[src/rtl/i2s_rx_arbiter.sv]
// Merges up to four I2S RX sample streams into one tagged, registered 32-bit stream.
// Optional per-source overflow counters are enabled with `define I2S_RX_ARB_ERR_CNT_EN.

// state    | meaning
// ST_EMPTY | output register holds no sample
// ST_FULL  | output register holds a sample waiting for out_ready_i
module i2s_rx_arbiter #(
  parameter int NB_CH = 2,
  parameter int ID_W  = 2
) (
  input  logic                  sck_i,
  input  logic                  rst_i,
  input  logic                  cfg_en_i,
  input  logic [NB_CH-1:0]      cfg_ch_mask_i,
  input  logic                  cfg_rr_i,
  input  logic                  cfg_clr_i,
  input  logic [NB_CH*32-1:0]   req_data_i,
  input  logic [NB_CH-1:0]      req_valid_i,
  output logic [NB_CH-1:0]      req_ready_o,
  input  logic [NB_CH-1:0]      req_err_i,
  output logic [31:0]           out_data_o,
  output logic [ID_W-1:0]       out_id_o,
  output logic                  out_valid_o,
  input  logic                  out_ready_i,
  output logic [NB_CH-1:0]      err_o,
  output logic [NB_CH*8-1:0]    err_cnt_o,
  output logic                  busy_o
);

  localparam logic [0:0] ST_EMPTY = 1'b0;
  localparam logic [0:0] ST_FULL  = 1'b1;

  logic [0:0]       state;
  logic [ID_W-1:0]  ptr;
  logic [ID_W-1:0]  win_lo, win_hi, win;
  logic             found_lo, found_hi;
  logic             can_load, grant;
  logic [NB_CH-1:0] elig, gnt, err_set;
  logic [31:0]      sel_data;

  // win_lo is the lowest eligible index; win_hi the lowest eligible above ptr.
  // Round robin takes win_hi and wraps to win_lo when nothing lies above ptr.
  always_comb begin
    elig     = {NB_CH{cfg_en_i}} & cfg_ch_mask_i & req_valid_i;
    can_load = (state == ST_EMPTY) | out_ready_i;
    win_lo   = '0;
    win_hi   = '0;
    found_lo = 1'b0;
    found_hi = 1'b0;
    for (int i = NB_CH - 1; i >= 0; i--) begin
      if (elig[i]) begin
        win_lo   = ID_W'(i);
        found_lo = 1'b1;
        if (ID_W'(i) > ptr) begin
          win_hi   = ID_W'(i);
          found_hi = 1'b1;
        end
      end
    end
    win      = (cfg_rr_i && found_hi) ? win_hi : win_lo;
    grant    = can_load & found_lo;
    sel_data = '0;
    gnt      = '0;
    for (int i = 0; i < NB_CH; i++) begin
      if (win == ID_W'(i)) begin
        sel_data = req_data_i[32*i +: 32];
        gnt[i]   = grant;
      end
    end
    req_ready_o = (req_valid_i & ~elig) | gnt;
  end

  assign out_valid_o = (state == ST_FULL);
  assign busy_o      = (state == ST_FULL) | (|elig);
  assign err_set     = req_err_i & cfg_ch_mask_i;

  always_ff @(posedge sck_i) begin
    if (rst_i) begin
      state      <= ST_EMPTY;
      out_data_o <= '0;
      out_id_o   <= '0;
      ptr        <= ID_W'(NB_CH - 1);
    end else if (grant) begin
      state      <= ST_FULL;
      out_data_o <= sel_data;
      out_id_o   <= win;
      if (cfg_rr_i) ptr <= win;
    end else if (state == ST_FULL && out_ready_i) begin
      state <= ST_EMPTY;
    end
  end

  // A set on the same edge as a clear wins.
  always_ff @(posedge sck_i) begin
    if (rst_i) err_o <= '0;
    else       err_o <= (cfg_clr_i ? '0 : err_o) | err_set;
  end

`ifdef I2S_RX_ARB_ERR_CNT_EN
  logic [7:0] cnt [NB_CH];

  always_ff @(posedge sck_i) begin
    for (int i = 0; i < NB_CH; i++) begin
      if (rst_i)
        cnt[i] <= '0;
      else if (err_set[i])
        cnt[i] <= cfg_clr_i ? 8'd1 : ((cnt[i] == 8'hFF) ? cnt[i] : cnt[i] + 8'd1);
      else if (cfg_clr_i)
        cnt[i] <= '0;
    end
  end

  always_comb begin
    err_cnt_o = '0;
    for (int i = 0; i < NB_CH; i++) err_cnt_o[8*i +: 8] = cnt[i];
  end
`else
  assign err_cnt_o = '0;
`endif

endmodule

[config.mk]
export PLATFORM = sky130hd
export DESIGN_NAME = i2s_rx_arbiter
export DESIGN_NICKNAME = d
export VERILOG_FILES = /design/src/rtl/i2s_rx_arbiter.sv
export SDC_FILE = /design/constraint.sdc
export NUM_CORES = 1
export LEC_CHECK = 0
export BUFFER_PORTS_ARGS = -buffer_cell sky130_fd_sc_hd__buf_2
export CAP_MARGIN = 20
export CORE_MARGIN = 2
export CORE_UTILIZATION = 39
export DETAILED_ROUTE_END_ITERATION = 10
export PLACE_DENSITY = 0.82
export SLEW_MARGIN = 20
export SYNTH_ARGS = -nofsm -noshare
export SYNTH_HDL_FRONTEND = slang
export SYNTH_SLANG_ARGS = --single-unit
[constraint.sdc]
create_clock -name sck_i -period 2 [get_ports sck_i]
set_clock_uncertainty 0.1 [all_clocks]
set_input_delay 0.2 -clock sck_i [delete_from_list [all_inputs] [get_ports sck_i]]
set_output_delay 0.2 -clock sck_i [all_outputs]
set_load 0.01 [all_outputs]
# Word-level counts from Yosys, hierarchy flattened
# Cells that the tools add are included.
dict set report totals {
  ff_bits 39
  inputBits 76
  out_inout_bits 56
  wordCells 45
}
dict set report op_classes {
  n_lt_le_gt_ge 2
  n_eq_ne 1
  muxes 20
  n_bitwise 11
  n_reduce_logical 6
}
# operator n
set op_table {}
lappend op_table {{two-way mux 32 bit} 2}
lappend op_table {{two-way mux 1 bit} 13}
lappend op_table {{two-way mux 2 bit} 5}
lappend op_table {{bitwise AND 2 bit} 4}
lappend op_table {{> comparator 1 x 2 -> 1 bit, first input constant} 2}
lappend op_table {{OR 2 bit} 2}
lappend op_table {{equality test 2 x 1 -> 1 bit, second input constant} 1}
lappend op_table {{logical AND 1 bit} 2}
lappend op_table {{logical NOT 2 bit} 1}
lappend op_table {{inverter 2 bit} 1}
lappend op_table {{OR 1 bit} 2}
lappend op_table {{AND reduction 2 bit} 1}
lappend op_table {{nonzero test 2 bit} 1}
lappend op_table {{OR reduction 2 bit} 1}
lappend op_table {{bitwise AND 1 bit} 1}
lappend op_table {{inverter 1 bit} 1}

# Depth between registers and ports, before layout
dict set report depth {
  ltp_word 10
  mapped_depth 5
  ltp_nobuf 4
}

# Worst setup path before layout
# No wires, ideal clock.
dict set report synth_timing {
  path_kind {register -> register}
  startpoint {register state (netlist: out_valid_o)}
  endpoint {register out_data_o[0]}
  setup_time_ps 122
  t_arrival_ps 1250
  t_required_ps 1778
  slack_ps 528
  path_stages_with_launch 6
  path_buffers 1
  synth_period_minus_slack_ps 1472
  path_cell_list {dfxtp_1 -> and2b_1 -> nor2_1 -> clkbuf_1 -> and3_1 -> a221o_1}
}
dict set report synth_between {
  elab_chain_len 3
}
# element line_no
set synth_lines {}
lappend synth_lines {{from (decl)} 33} ;# logic [0:0] state;
lappend synth_lines {{from (signal assigned)} 79} ;# state <= ST_EMPTY;
lappend synth_lines {{from (signal assigned)} 84} ;# state <= ST_FULL;
lappend synth_lines {{from (signal assigned)} 89} ;# state <= ST_EMPTY;
lappend synth_lines {{inverter 1 bit} 45} ;# can_load = (state == ST_EMPTY) | out_ready_i;
lappend synth_lines {{OR 1 bit} 45}
lappend synth_lines {{bitwise AND 1 bit} 61} ;# grant = can_load & found_lo;
lappend synth_lines {{to (signal assigned)} 85} ;# out_data_o <= sel_data;
lappend synth_lines {{to (decl)} 21} ;# output logic [31:0] out_data_o,
# No other way between the ends.
# A chain may end at the register's enable or synchronous reset.

# Worst setup path in the final report
dict set report layout_timing {
  startpoint {register ptr[0]}
  endpoint {output req_ready_o[0]}
}
dict set report layout_between {
  elab_chain_len 10
  elab_cells_between_ends 15
  classes_between {order compare: 2; mux: 10; bitwise: 1; reduce/logical: 2}
}
# element line_no
set layout_lines {}
lappend layout_lines {{from (decl)} 34} ;# logic [ID_W-1:0] ptr;
lappend layout_lines {{from (signal assigned)} 82} ;# ptr <= ID_W'(NB_CH - 1);
lappend layout_lines {{from (signal assigned)} 87} ;# if (cfg_rr_i) ptr <= win;
lappend layout_lines {{> comparator 1 x 2 -> 1 bit} 54} ;# if (ID_W'(i) > ptr) begin
lappend layout_lines {{two-way mux 1 bit} 54}
lappend layout_lines {{two-way mux 1 bit} 51} ;# if (elig[i]) begin
lappend layout_lines {{two-way mux 1 bit} 54}
lappend layout_lines {{two-way mux 1 bit} 51}
lappend layout_lines {{logical AND 1 bit} 60} ;# win = (cfg_rr_i && found_hi) ? win_hi : win_lo;
lappend layout_lines {{two-way mux 2 bit *} 60}
lappend layout_lines {{logical NOT 2 bit *} 65} ;# if (win == ID_W'(i)) begin
lappend layout_lines {{two-way mux 1 bit *} 65}
lappend layout_lines {{OR 2 bit *} 70} ;# req_ready_o = (req_valid_i & ~elig) | gnt;
lappend layout_lines {{to (decl)} 19} ;# output logic [NB_CH-1:0] req_ready_o,
# Every way passes the cells marked *; elsewhere a longest branch is shown, timed or not.

==> qor.log <==
INFO  worst_setup_path timing.critical_path.fanout_max=35
INFO  worst_setup_path timing.critical_path.slowest_stage_cell=sky130_fd_sc_hd__dfxtp_1
INFO  layout         total_area_of_multi_input_combinational_cells=810um2
INFO  place          detailed_place_hpwl=3220um
INFO  timing         min_period=1.80ns
INFO  global_routing grt_max_degree=36
INFO  power          p_leak=1.33nW
INFO  clock_tree     h-tree-depth=2
INFO  synth          synth-edff-count=0
INFO  synth          async_flop_share=0
INFO  route          detail_route.vias_per_cell=5.01
INFO  die            pin_count=132
INFO  clock_tree     cts_root_buffer=sky130_fd_sc_hd__clkbuf_8
INFO  clock_tree     cts_tree=yes
INFO  synth          yosysUniqueCellTypes=28
INFO  synth          postSynthAreaPerCell=10.7um2
INFO  timing         max_clock_freq=557MHz
INFO  worst_hold_path hold_path_depth=2
INFO  global_routing wire_length_of_the_first_global_routing_pass=6960um
INFO  global_routing grt_pass1_vias=1,543
INFO  worst_setup_path timing.setup.critical_path_class=reg2out
INFO  timing         report.final.setup_viol=0
INFO  power          pwr_density_cell=701nW/um2
INFO  die            initial_core_util=0.400
INFO  synth          syn_area=1720um2
INFO  synth          synthCells=161
INFO  layout         finish.net_count=353
INFO  clock_tree     clk-insertion-delay-late=0.28ns
INFO  worst_setup_path critical_path.cell_chain=nand2b_1 -> a31oi_4 -> buf_6 -> o2bb2ai_1 -> buf_2
INFO  route          drtPass1Iterations=4
INFO  synth          synthesis.yosys.warnings=0
INFO  die            floorplan.rows=24
INFO  die            core-area=4290um2
INFO  synth          synth_top_flop_cell=sky130_fd_sc_hd__dfxtp_1
INFO  power          totalPowerFinal=0.00165W
INFO  route          routed-via-count=1,649
INFO  worst_setup_path critPathRequiredTime=1.70ns
INFO  worst_setup_path worstPathBufferInverterCount=2
INFO  global_routing antenna_violations_before_repair=0
INFO  worst_setup_path endpoint_kind=primary output
INFO  die            dieArea=4950um2
INFO  route          wl=4260um
INFO  place          portBuffers=114
INFO  worst_setup_path rrSetupSlack=0.23ns
INFO  die            floorplan.die.height=70.4um
INFO  worst_setup_path cp-start-kind=flip-flop
INFO  timing         finalMaxSlewViolations=0
INFO  clock_tree     clock-sinks=37
INFO  worst_setup_path reg2regPathDepth=5
INFO  clock_tree     cts_made_buffers=5
INFO  worst_setup_path slowest_delay=0.31ns
INFO  place          routability_driven_placement_congestion_ratio=0.727
INFO  worst_hold_path holdCritPathClass=in2reg
INFO  layout         post_route_cells_drive_above_1_share=0.495
INFO  worst_setup_path crit_cells=5
INFO  timing         min_period_over_period=0.898
INFO  worst_setup_path kind_of_cell_adding_the_most_delay_to_the_critical_path=buffers and inverters
INFO  timing         hold_viol=0
INFO  synth          seq_area_frac_synth=0.431
INFO  route          drt_iter0_markers=63
INFO  timing         grt_setup_unrepaired=false
INFO  clock_tree     max-clock-path-buffers=2
INFO  worst_setup_path critPathArrivalTime=1.50ns
INFO  global_routing grt.overflow.total=0
INFO  timing         hold-worst-slack=0.0354ns
INFO  route          route.detailed.drc=0
INFO  layout         layout_area_overhead=36.6%
INFO  layout         final.fill_count=391
INFO  power          peakVddDrop=0.000333V
INFO  layout         sequential_cell_area=741um2
INFO  global_routing grt_use_total=0.174
INFO  clock_tree     worst_setup_hold_path_clk_slew=0.08ns
INFO  layout         antenna-diode-count=0
INFO  synth          synth-seq-cells=37
INFO  route          wirelength_per_cell=13.0um
INFO  die            chipWidth=70.4um
INFO  flow_run       max_cap_violations=0
INFO  route          final_antenna_net_count=0
INFO  run_status     outcome=completed
kinds of logic after synthesis:
kind of cell,count (synthesis),synth area share
AOI/OAI and AO/OA,42,0.243
DFF,37,0.431
other,1,0.00218
buffers and inverters,31,0.134
and+or+nand+nor,50,0.189
final cells by class:
type	count	area share
multi-input combinational	109	0.345
clock buffer	7	0.0368
tap	52	0.0277
inverter	1	0.00160
timing repair buffer	123	0.273
sequential	37	0.316
synthesized netlist by cell type (2+ instances only):
cell | n | area share
sky130_fd_sc_hd__buf_6 | 6 | 0.039
sky130_fd_sc_hd__a221o_1 | 32 | 0.19
sky130_fd_sc_hd__nand2_1 | 3 | 0.0066
sky130_fd_sc_hd__nor2_1 | 4 | 0.0087
sky130_fd_sc_hd__clkbuf_1 | 5 | 0.011
sky130_fd_sc_hd__a22oi_1 | 3 | 0.013
sky130_fd_sc_hd__dfxtp_1 | 37 | 0.43
sky130_fd_sc_hd__nand2b_1 | 2 | 0.0073
sky130_fd_sc_hd__and3_1 | 33 | 0.12
sky130_fd_sc_hd__buf_4 | 18 | 0.079
routing by layer:
layer | GRT usage | up-vias | routed length [um]
met5 | 0 | - | 0
met4 | 0.0449 | 0 | 14
met3 | 0.0577 | 2 | 373
met2 | 0.309 | 87 | 2100
met1 | 0.198 | 742 | 1770
li1 | - | 818 | -
registers in the layout, indices dropped and copies added, names as in the netlist:
| register | cells |
|---|---|
| out_data_o | 32 |
| err_o | 2 |
| out_id_o | 1 |
| out_valid_o | 1 |
| ptr | 1 |
placed cells by master, fill, tap and decap left out, drive strengths merged:
cell type,instances
a22o,1
a221o,32
nand2b,2
a21oi,1
nand3,2
and3,34
nor2,5
or2b,1
o2bb2ai,1
a22oi,3
a211o,1
dfxtp,37
o21a,1
conb,17
inv,1
and2b,1
buf,123
a31oi,2
nor4,1
nand2,4
clkbuf,7
stage by stage:
stage	worst slack, ns	TNS [ns]	cell area (um2)	utilization	std cells
final	0.203	0	2350	0.547	329
after detailed placement	-0.0377	-0.439	2240	0.522	320
after global placement	-0.00649	-0.0869	2240	0.522	320
after CTS	0.116	0	2340	0.546	329
after floorplan	0.528	0	1780	-	177
after global routing	0.0670	0	2350	0.547	329
repair_timing:
action / CTS / global route
hold endpoints to repair: 0 / 0
setup endpoints to repair: 16 / 1
setup buffers: 2 / 0
pin swaps: 1 / 0
resized for setup: 0 / 1
hold buffers: 0 / 0
path summary, 6_finish.rpt:
path | from | to
setup / recovery | ptr[0]$_SDFFE_PP1P_ | req_ready_o[0]
hold / removal | req_data_i[18] | out_data_o[18]$_SDFFE_PP0N_
setup reg to reg | out_valid_o$_SDFFE_PP0P_ | out_data_o[12]$_SDFFE_PP0N_
hold reg to reg | ptr[0]$_SDFFE_PP1P_ | ptr[0]$_SDFFE_PP1P_
where the power goes:
part           switching [W]  internal (W)
registers          0.0000258      0.000789
logic               0.000157      0.000158
clock network       0.000243      0.000273
total               0.000426       0.00122
Note: power is estimated with default switching activity, not from simulation.
